## config.mk

```make
export PLATFORM = sky130hd
export DESIGN_NAME = excess3_seq_ctrl
export DESIGN_NICKNAME = d
export VERILOG_FILES = /design/src/rtl/excess3_seq_ctrl.sv
export SDC_FILE = /design/constraint.sdc
export NUM_CORES = 1
export LEC_CHECK = 0
export ABC_AREA = 0
export BUFFER_PORTS_ARGS = -buffer_cell sky130_fd_sc_hd__buf_2
export CORE_MARGIN = 1
export CORE_UTILIZATION = 52
export DETAILED_ROUTE_END_ITERATION = 8
export GPL_ROUTABILITY_DRIVEN = 0
export PLACE_DENSITY = 0.82
export SLEW_MARGIN = 20
export SYNTH_ARGS = -nofsm -noshare
export SYNTH_HDL_FRONTEND = slang
export SYNTH_SLANG_ARGS = --single-unit
```

## constraint.sdc

```tcl
create_clock -name clk -period 3 [get_ports clk]
set_clock_uncertainty 0.05 [all_clocks]
set_input_delay 0.45 -clock clk [delete_from_list [all_inputs] [get_ports clk]]
set_output_delay 0.45 -clock clk [all_outputs]
set_load 0.01 [all_outputs]
```

## src/rtl/excess3_seq_ctrl.sv

```systemverilog
// -----------------------------------------------------------------------------
// excess3_seq_ctrl
//
// Sequential excess-3 to BCD word converter. A word of NDIG packed excess-3
// digits is accepted, converted one digit per cycle through a single shared
// 4-bit converter, and presented as packed BCD until the consumer takes it.
//
// Optional feature macro: EXCESS3_ERR_CHK_EN
//   defined   -> per-digit invalid-code detection (codes 0..2 and 13..15)
//   undefined -> out_err / out_err_pos tied to 0, no detection logic built
//
// Handshake: a transfer happens on a rising clk edge where valid && ready are
// both 1. A producer holds its payload stable while valid=1 and ready=0;
// valid never waits on ready (no combinational path from ready to valid).
//
// Ports
//   clk          in   rising-edge clock
//   rst_n        in   asynchronous active-low reset
//   in_word      in   [4*NDIG-1:0] excess-3 digits, digit 0 in [3:0]
//   in_valid     in   in_word is valid
//   in_ready     out  block can accept a word (IDLE only, 0 during reset)
//   out_bcd      out  [4*NDIG-1:0] BCD result, digit 0 in [3:0]
//   out_valid    out  out_bcd / out_err / out_err_pos are valid (HOLD)
//   out_ready    in   consumer accepts the result
//   out_err      out  at least one digit was an invalid code
//   out_err_pos  out  [NDIG-1:0] bit i set when digit i was invalid
//   busy         out  FSM is not in IDLE
//   dbg_state    out  [1:0] current FSM state (0 IDLE, 1 CONV, 2 HOLD)
// -----------------------------------------------------------------------------
module excess3_seq_ctrl #(
    parameter int NDIG = 4
) (
    input  logic                clk,
    input  logic                rst_n,
    input  logic [4*NDIG-1:0]   in_word,
    input  logic                in_valid,
    output logic                in_ready,
    output logic [4*NDIG-1:0]   out_bcd,
    output logic                out_valid,
    input  logic                out_ready,
    output logic                out_err,
    output logic [NDIG-1:0]     out_err_pos,
    output logic                busy,
    output logic [1:0]          dbg_state
);

    // Counter is one bit wider than needed to index the digits so that the
    // post-increment on the last digit never wraps.
    localparam int CW = $clog2(NDIG) + 1;

    localparam logic [1:0] S_IDLE = 2'd0;
    localparam logic [1:0] S_CONV = 2'd1;
    localparam logic [1:0] S_HOLD = 2'd2;

    logic [1:0]        state_q;
    logic [1:0]        state_d;
    logic [CW-1:0]     cnt_q;
    logic [4*NDIG-1:0] word_q;
    logic [4*NDIG-1:0] result_q;
    logic              run_q;
    logic [3:0]        cur_dig;
    logic [3:0]        conv_bcd;
    logic              accept;
    logic              handshake;
    logic              last_dig;

    // -------------------------------------------------------------------------
    // run_q keeps in_ready low while reset is asserted and for the edge on
    // which it is released; acceptance opens from the following cycle.
    // -------------------------------------------------------------------------
    always_ff @(posedge clk or negedge rst_n) begin
        if (!rst_n) begin
            run_q <= 1'b0;
        end else begin
            run_q <= 1'b1;
        end
    end

    assign in_ready  = run_q && (state_q == S_IDLE);
    assign out_valid = (state_q == S_HOLD);
    assign busy      = (state_q != S_IDLE);
    assign dbg_state = state_q;
    assign out_bcd   = result_q;

    assign accept    = in_valid && in_ready;
    assign handshake = out_valid && out_ready;
    assign last_dig  = (cnt_q == CW'(NDIG - 1));

    // -------------------------------------------------------------------------
    // Digit select: the latched word feeds the shared converter one digit at
    // a time, chosen by the counter.
    // -------------------------------------------------------------------------
    always_comb begin
        cur_dig = 4'h0;
        for (int i = 0; i < NDIG; i++) begin
            if (cnt_q == CW'(i)) begin
                cur_dig = word_q[4*i +: 4];
            end
        end
    end

    // -------------------------------------------------------------------------
    // The one shared excess-3 to BCD converter. These equations are kept
    // literally so invalid codes map to a deterministic (non-BCD) value.
    // -------------------------------------------------------------------------
    assign conv_bcd[0] = ~cur_dig[0];
    assign conv_bcd[1] = cur_dig[0] ^ cur_dig[1];
    assign conv_bcd[2] = (cur_dig[0] & cur_dig[1] & cur_dig[2])
                       | (~cur_dig[1] & ~cur_dig[2])
                       | (~cur_dig[2] & ~cur_dig[0]);
    assign conv_bcd[3] = (cur_dig[0] & cur_dig[1] & cur_dig[3])
                       | (cur_dig[3] & cur_dig[2]);

    // -------------------------------------------------------------------------
    // FSM next state
    // -------------------------------------------------------------------------
    always_comb begin
        state_d = state_q;
        case (state_q)
            S_IDLE: begin
                if (accept) begin
                    state_d = S_CONV;
                end
            end
            S_CONV: begin
                if (last_dig) begin
                    state_d = S_HOLD;
                end
            end
            S_HOLD: begin
                if (handshake) begin
                    state_d = S_IDLE;
                end
            end
            default: begin
                state_d = S_IDLE;
            end
        endcase
    end

    always_ff @(posedge clk or negedge rst_n) begin
        if (!rst_n) begin
            state_q <= S_IDLE;
        end else begin
            state_q <= state_d;
        end
    end

    // -------------------------------------------------------------------------
    // Datapath: the input word is captured once at accept, so later activity
    // on in_word / in_valid cannot disturb the word in progress. The result
    // register is only written during CONV, so it keeps its value in IDLE.
    // -------------------------------------------------------------------------
    always_ff @(posedge clk or negedge rst_n) begin
        if (!rst_n) begin
            cnt_q    <= '0;
            word_q   <= '0;
            result_q <= '0;
        end else if (accept) begin
            cnt_q    <= '0;
            word_q   <= in_word;
            result_q <= '0;
        end else if (state_q == S_CONV) begin
            for (int i = 0; i < NDIG; i++) begin
                if (cnt_q == CW'(i)) begin
                    result_q[4*i +: 4] <= conv_bcd;
                end
            end
            cnt_q <= cnt_q + CW'(1);
        end
    end

    // -------------------------------------------------------------------------
    // Optional invalid-code detection. The converted value is still written
    // for a bad digit; detection only records where the bad digits were.
    // -------------------------------------------------------------------------
`ifdef EXCESS3_ERR_CHK_EN
    logic [NDIG-1:0] err_pos_q;
    logic            dig_bad;

    assign dig_bad = (cur_dig <= 4'h2) || (cur_dig >= 4'hD);

    always_ff @(posedge clk or negedge rst_n) begin
        if (!rst_n) begin
            err_pos_q <= '0;
        end else if (accept) begin
            err_pos_q <= '0;
        end else if (state_q == S_CONV) begin
            for (int i = 0; i < NDIG; i++) begin
                if (cnt_q == CW'(i)) begin
                    err_pos_q[i] <= dig_bad;
                end
            end
        end
    end

    assign out_err_pos = err_pos_q;
    assign out_err     = |err_pos_q;
`else
    assign out_err_pos = '0;
    assign out_err     = 1'b0;
`endif

endmodule

```

==> summary.md, run 1 <==
| Metric | Value |
|---|---|
| Post-Syn Area | 0.00182 mm2 |
| Yosys reg bits | 38 |
| Port Buffer Count | 40 |
| Post-synth EDFFs | 0 |
| DR WL/cell | 13.5 um |
| GRT Util Overall | 0.215 |
| Total gr overflow | 0 |
| Via Count | 1327 |
| Synth cell count leaders | dfrtp_1 (38), nand2_1 (25), mux2_2 (15) |
| First-pass GRT wire length | 5660 um |
| Switching power | 921 uW |
| Vias in the first global route | 1257 |
| Tot Pwr | 2250 uW |
| Pwr dens | 1080 mW/mm2 |
| H-tree depth | 2 |
| Clock Tree Root | clkbuf_4 |
| Met3 wire length | 128 um |
| DR WL met2 | 1620 um |
| Inserted Diodes | 0 |
| Final Hold Viols | 0 |
| Dpl hpwl | 2560 um |
| Drt pass-1 iters | 4 |
| Drt total wl | 3440 um |
| Post-CTS Repair Setup Buffers | 0 |
| Pre-CTS setup slack | 0.391 ns |
| Status | complete, no violations |
| Die X | 61.2 um |
| Avg Synthesized Cell Area | 10.7 um2 |
| CP Data Arrival Time | 2.80 ns |
| I/O pin cnt | 46 |
| Max Buffers Root-to-Sink | 2 |
| CTS tree | yes |
| Switching share of total power | 0.409 |
| Asr flop ratio synth | 1.00 |
| Fin crit share | 0.872 |
| Worst skew pair latency | 0.35 ns |
| Top_reg_cell synth | dfrtp_1 |
| CTS Sinks | 38 |
| Worst hold path type | input pin to async pin |
| Initial antenna violation count | 0 |
| M1 WL | 1620 um |
| Worst setup EP type | flop |
| Max Clk Rate | 382 MHz |
| Clk slew on worst S/H paths | 0.11 ns |
| Static Leakage | 0.00103 uW |
| Routed Antenna Nets | 0 |
| CTS Buf Count | 5 |
| Largest area contributor in the netlist | dfrtp_1 |
| Sequential share of power | 0.392 |
| Pins over their slew limit | 0 |
| Data required time of the worst path | 3.18 ns |
| Post-synth cell types | 34 |
| Top Metal Used | met4 |
| Crit Path Class | flop to flop |
| Drt drc | 0 |
| Final Critical Period | 2.62 ns |
| Pint | 1330 uW |
| Post-cts resize count | 0 |
| Core area | 0.00334 mm2 |
| Max-slew headroom at the worst pin | 0.455 |
| # hold bufs at CTS | 0 |
| Crit path max fanout | 12 |
| Max-cap violations | 0 |
| Slew @ Worst Pin | 0.817 ns |
| RSZ-0062 raised after global routing | no |
| Logic gate share of total power | 0.485 |
| Ys Warns | 0 |
| Setup TNS | 0 ns |
| Top-area cell type share of the netlist area | 0.523 |
| # nets final | 235 |
| Initial Utilization | 0.545 |
| Die footprint | 0.00374 mm2 |
| Synth Instances | 170 |
| Syn-to-layout area delta | 14.3% |
| Count of final setup violators | 0 |
| Ranking of synthesized cells by area | dfrtp_1 (52%), mux2_2 (9.3%), nand2_1 (5.2%), ha_1 (4.1%), a21oi_1 (3.0%) |
| Initial detailed-routing violation count | 47 |
| Count leader, synth | dfrtp_1 |
| Startpoint types | flop |
| PnR worst setup slack | 0.384 ns |
| Die Y | 61.2 um |
| IR drop worst, VDD | 0.605 mV |
| Sequential area share after synthesis | 0.523 |
| Vias per cell | 5.18 |
| Largest net degree at the start of global routing | 39 |
| Share of post-route cells with drive strength above 1 | 0.333 |
| Row count | 21 |
| Clock network fraction of design power | 0.122 |
[registers in the layout, summed over array words and instances (netlist names)]
register / cells
run_q: 1
dbg_state: 2
out_bcd: 16
word_q: 16
cnt_q: 3
[final timing paths]
path	end	slack, ns	depth (start not counted)	startpoint
max	out_bcd[7]	0.38	8	cnt_q[1]
min	out_bcd[5]	0.13	1	rst_n
max reg2reg	out_bcd[7]	0.38	8	cnt_q[1]
min reg2reg	out_bcd[10]	0.43	2	out_bcd[10]
max in group asynchronous	out_bcd[15]	2.26	1	rst_n
min in group clk	dbg_state[1]	0.23	2	out_ready
[metal layers]
layer,track usage,up-vias
li1,-,649
met1,0.284,639
met2,0.325,31
met3,0.0441,8
met4,0.133,0
met5,0,-
[area by class of cell]
type / instances / area (um2)
flip-flops and latches: 38 / 951
repair buffers: 42 / 215
inverters: 7 / 26.3
fillers: 292 / 1260
clock inverters: 1 / 5.00
multi-input cells: 115 / 769
clock buffers: 7 / 55.1
well taps: 46 / 57.6
[stage by stage]
stage	instance area (um2)	hold slack, ns	instances	utilization
after floorplan	1830	0.104	174	-
after global placement	2020	0.416	248	0.605
after detailed placement	2020	0.419	248	0.605
after CTS	2080	0.153	256	0.623
after global routing	2080	0.186	256	0.623
final	2080	0.130	256	0.623
[cell families (layout without fill, tap and decap cells)]
group / after synthesis / after routing / synth area share
buffers and inverters: 21 / 57 / 0.0626
muxes: 16 / 16 / 0.100
and+or+nand+nor: 49 / 49 / 0.126
other: 2 / 6 / 0.00413
DFF: 38 / 38 / 0.523
adders and majority gates: 6 / 6 / 0.0413
AOI/OAI and AO/OA: 37 / 37 / 0.138
xor gates and xnor gates: 1 / 1 / 0.00482
[worst max-delay path: stages, from the launching register on]
cell     delay [ns]
dfrtp_1        0.44
inv_1          0.10
ha_1           0.37
and3b_1        0.22
o311a_1        0.34
or2_2          0.31
ha_1           0.23
o21ai_0        0.30
o21ai_0        0.14
[power groups by stage]
| stage | sequential (uW) | clock (uW) | combinational, uW |
|---|---|---|---|
| after floorplan | 899 | 0 | 778 |
| after global placement | 885 | 0 | 1060 |
| after detailed placement | 893 | 0 | 1090 |
| after CTS | 882 | 282 | 1090 |
| after global routing | 912 | 306 | 1210 |
| final | 884 | 276 | 1090 |
[layout by cell type (no fill, tap or decap), types with 2 or more instances in the layout]
master and n:
nand2_1 25, nand3_1 3, and2_1 4, dfrtp_1 38
nor2_1 8, o21ai_0 9, a32o_1 5, conb_1 6
a21oi_1 11, o21ai_1 2, nand2b_1 5, buf_2 40
inv_1 7, mux2_2 15, ha_1 6, clkbuf_4 5
buf_4 2
No activity file was read; power rests on OpenSTA's default activity.
==> run 2: changes to the inputs <==
--- a/config.mk
+++ b/config.mk
@@ -13,4 +13,5 @@
 export GPL_ROUTABILITY_DRIVEN = 0
 export PLACE_DENSITY = 0.82
+export REMOVE_ABC_BUFFERS = 1
 export SLEW_MARGIN = 20
 export SYNTH_ARGS = -nofsm -noshare
==> constraint.sdc (replaced) <==
create_clock -name clk -period 3 [get_ports clk]
set_clock_uncertainty 0.05 [all_clocks]
set_input_delay 0.15 -clock clk [delete_from_list [all_inputs] [get_ports clk]]
set_output_delay 0.15 -clock clk [all_outputs]
set_load 0.01 [all_outputs]
==> run 2 against run 1 <==
Core utilization grew 4.9 points. Sequential power shrank 0.9%. Global-route usage shrank 0.29 points. Cell area grew 7.9%. Hold slack gained 0.13 ns. Non-clock buffer count grew 17. Count of clock-buffer cells in the layout shrank 1. Clock power shrank 7.2%. First-iteration DRC count grew 66%. Sequential share of layout area shrank 3.3 points. Combinational power is essentially flat. Fmax shrank 0.56%. Critical endpoint is now out_bcd[6]. Largest cell class unchanged. Highest routed layer unchanged.
==> summary.md, run 2 (same netlist as run 1, synthesis figures left out) <==
| Metric | Value |
|---|---|
| CTS Sinks | 38 (unchanged) |
| Post-CTS Repair Setup Buffers | 0 (unchanged) |
| Commonest non-fill, non-tap cell in the layout | buf_2 |
| Routed Antenna Nets | 0 (unchanged) |
| Die Y | 61.2 um (unchanged) |
| Final Core Density | 0.672 (+0.0491) |
| Count of final setup violators | 0 (unchanged) |
| Pins over their slew limit | 0 (unchanged) |
| Syn-to-layout area delta | 23.3% |
| # hold bufs at CTS | 18 (+18) |
| Final Hold Viols | 0 (unchanged) |
| Row count | 21 (unchanged) |
| Max-cap violations | 0 (unchanged) |
| Inserted Diodes | 0 (unchanged) |
| Clock Tree Root | clkbuf_4 |
| H-tree depth | 2 (unchanged) |
| Drt drc | 0 (unchanged) |
| CP Data Arrival Time | 2.79 ns (about the same) |
| Final Critical Period | 2.63 ns (+0.0148 ns) |
| Static Leakage | 0.00109 uW (+6.3%) |
| Via Count | 1417 (+6.8%) |
| Initial detailed-routing violation count | 78 (+66%) |
| Fin Hold WS | 0.263 ns (+0.133 ns) |
| # nets final | 252 (+7.2%) |
| Core area | 0.00334 mm2 (unchanged) |
| Crit path max fanout | 12 (unchanged) |
| GRT Util Overall | 0.212 (-0.00286) |
| Drt pass-1 iters | 4 (unchanged) |
| Pre-CTS setup slack | 0.439 ns (+0.0479 ns) |
| Worst skew pair latency | 0.33 ns (-0.02 ns) |
| Max Buffers Root-to-Sink | 2 (unchanged) |
| First-pass GRT wire length | 5640 um (-0.48%) |
| Fin crit share | 0.877 (+0.00492) |
| Initial Utilization | 0.545 (unchanged) |
| Initial antenna violation count | 0 (unchanged) |
| Vias per cell | 5.23 (+0.87%) |
| I/O pin cnt | 46 (unchanged) |
| Max-slew headroom at the worst pin | 0.452 (-0.00289) |
| FF-to-FF setup slack | 0.37 ns (about the same) |
| Clk slew on worst S/H paths | 0.10 ns (about the same) |
| Worst setup EP type | flop |
| Max Clk Rate | 380 MHz (-0.56%) |
| Crit Path Class | flop to flop |
| Worst hold path type | input pin to flop |
| Post-cts resize count | 0 (unchanged) |
| Die X | 61.2 um (unchanged) |
| DR WL/cell | 13.1 um (-2.8%) |
| Slew @ Worst Pin | 0.822 ns (+0.00434 ns) |
| Dpl hpwl | 2490 um (-2.8%) |
| Die footprint | 0.00374 mm2 (unchanged) |
| PnR worst setup slack | 0.370 ns (-0.0148 ns) |
| RSZ-0062 raised after global routing | no |
| CTS tree | yes |
| Status | complete, no violations |
| CTS Buf Count | 5 (unchanged) |
| Largest net degree at the start of global routing | 39 (unchanged) |
| Share of post-route cells with drive strength above 1 | 0.302 (-0.0311) |
| Total gr overflow | 0 (unchanged) |
| Startpoint types | flop |
| Pwr dens | 999 mW/mm2 (-7.8%) |
| Data required time of the worst path | 3.16 ns (-0.02 ns) |
| Port Buffer Count | 40 (unchanged) |
| Vias in the first global route | 1318 (+4.9%) |
| Most frequent cells in the layout | buf_2 (40), dfrtp_1 (38), nand2_1 (25) |
| Drt total wl | 3540 um (+2.8%) |
| IR drop worst, VDD | 0.544 mV (-10%) |
| Setup TNS | 0 ns (unchanged) |
## run 2: changes by cell type in the layout (fill, tap and decap cells not counted), sizes merged
cell	before	now
buf	42	41
clkbuf	7	6
dlygate4sd3	0	18
clkinv	1	0
## run 2: routing by layer
| layer | vias to the layer above | routed length, um | part of all wire | GRT usage |
|---|---|---|---|---|
| met3 | 5 | 174 | 0.049 | 0.0441 |
| li1 | 688 | - | - | - |
| met1 | 674 | 1610 | 0.45 | 0.269 |
| met4 | 0 | 32 | 0.0090 | 0.0909 |
| met5 | - | 0 | 0 | 0 |
| met2 | 50 | 1730 | 0.49 | 0.352 |
## run 2: where the power goes
part,internal [uW],switching [uW]
clock network,106,150
logic,493,615
registers,738,138
## run 2: final timing paths
check	endpoint	cells past startpoint	startpoint
max	out_bcd[6]	8	cnt_q[1]
min	out_bcd[1]	3	in_valid
max reg2reg	out_bcd[6]	8	cnt_q[1]
min reg2reg	out_bcd[3]	2	out_bcd[3]
max in group asynchronous	out_bcd[1]	2	rst_n
min in group asynchronous	out_bcd[13]	2	rst_n
## run 2: final cells by class
type                    instances  area [um2]
well taps                      46        57.6
repair buffers                 59         388
fillers                       266        1090
clock buffers                   6        51.3
inverters                       7        26.3
multi-input cells             115         769
flip-flops and latches         38         951
## run 2: metrics by stage
step	cells	power (uW)	area, um2
floorplan	160	1640	1750
finish	271	2240	2240
CTS	271	2250	2240
detailed placement	247	1970	2010
global route	271	2420	2240
global placement	247	1930	2010
## run 2: worst max-delay path, cell delays in order (launching register included)
cell and delay (ns):
dfrtp_1 0.44, inv_1 0.10, ha_1 0.37, and3b_1 0.23, o311a_1 0.35, or2_2 0.31
ha_1 0.23, mux2i_2 0.32, o21ai_1 0.11
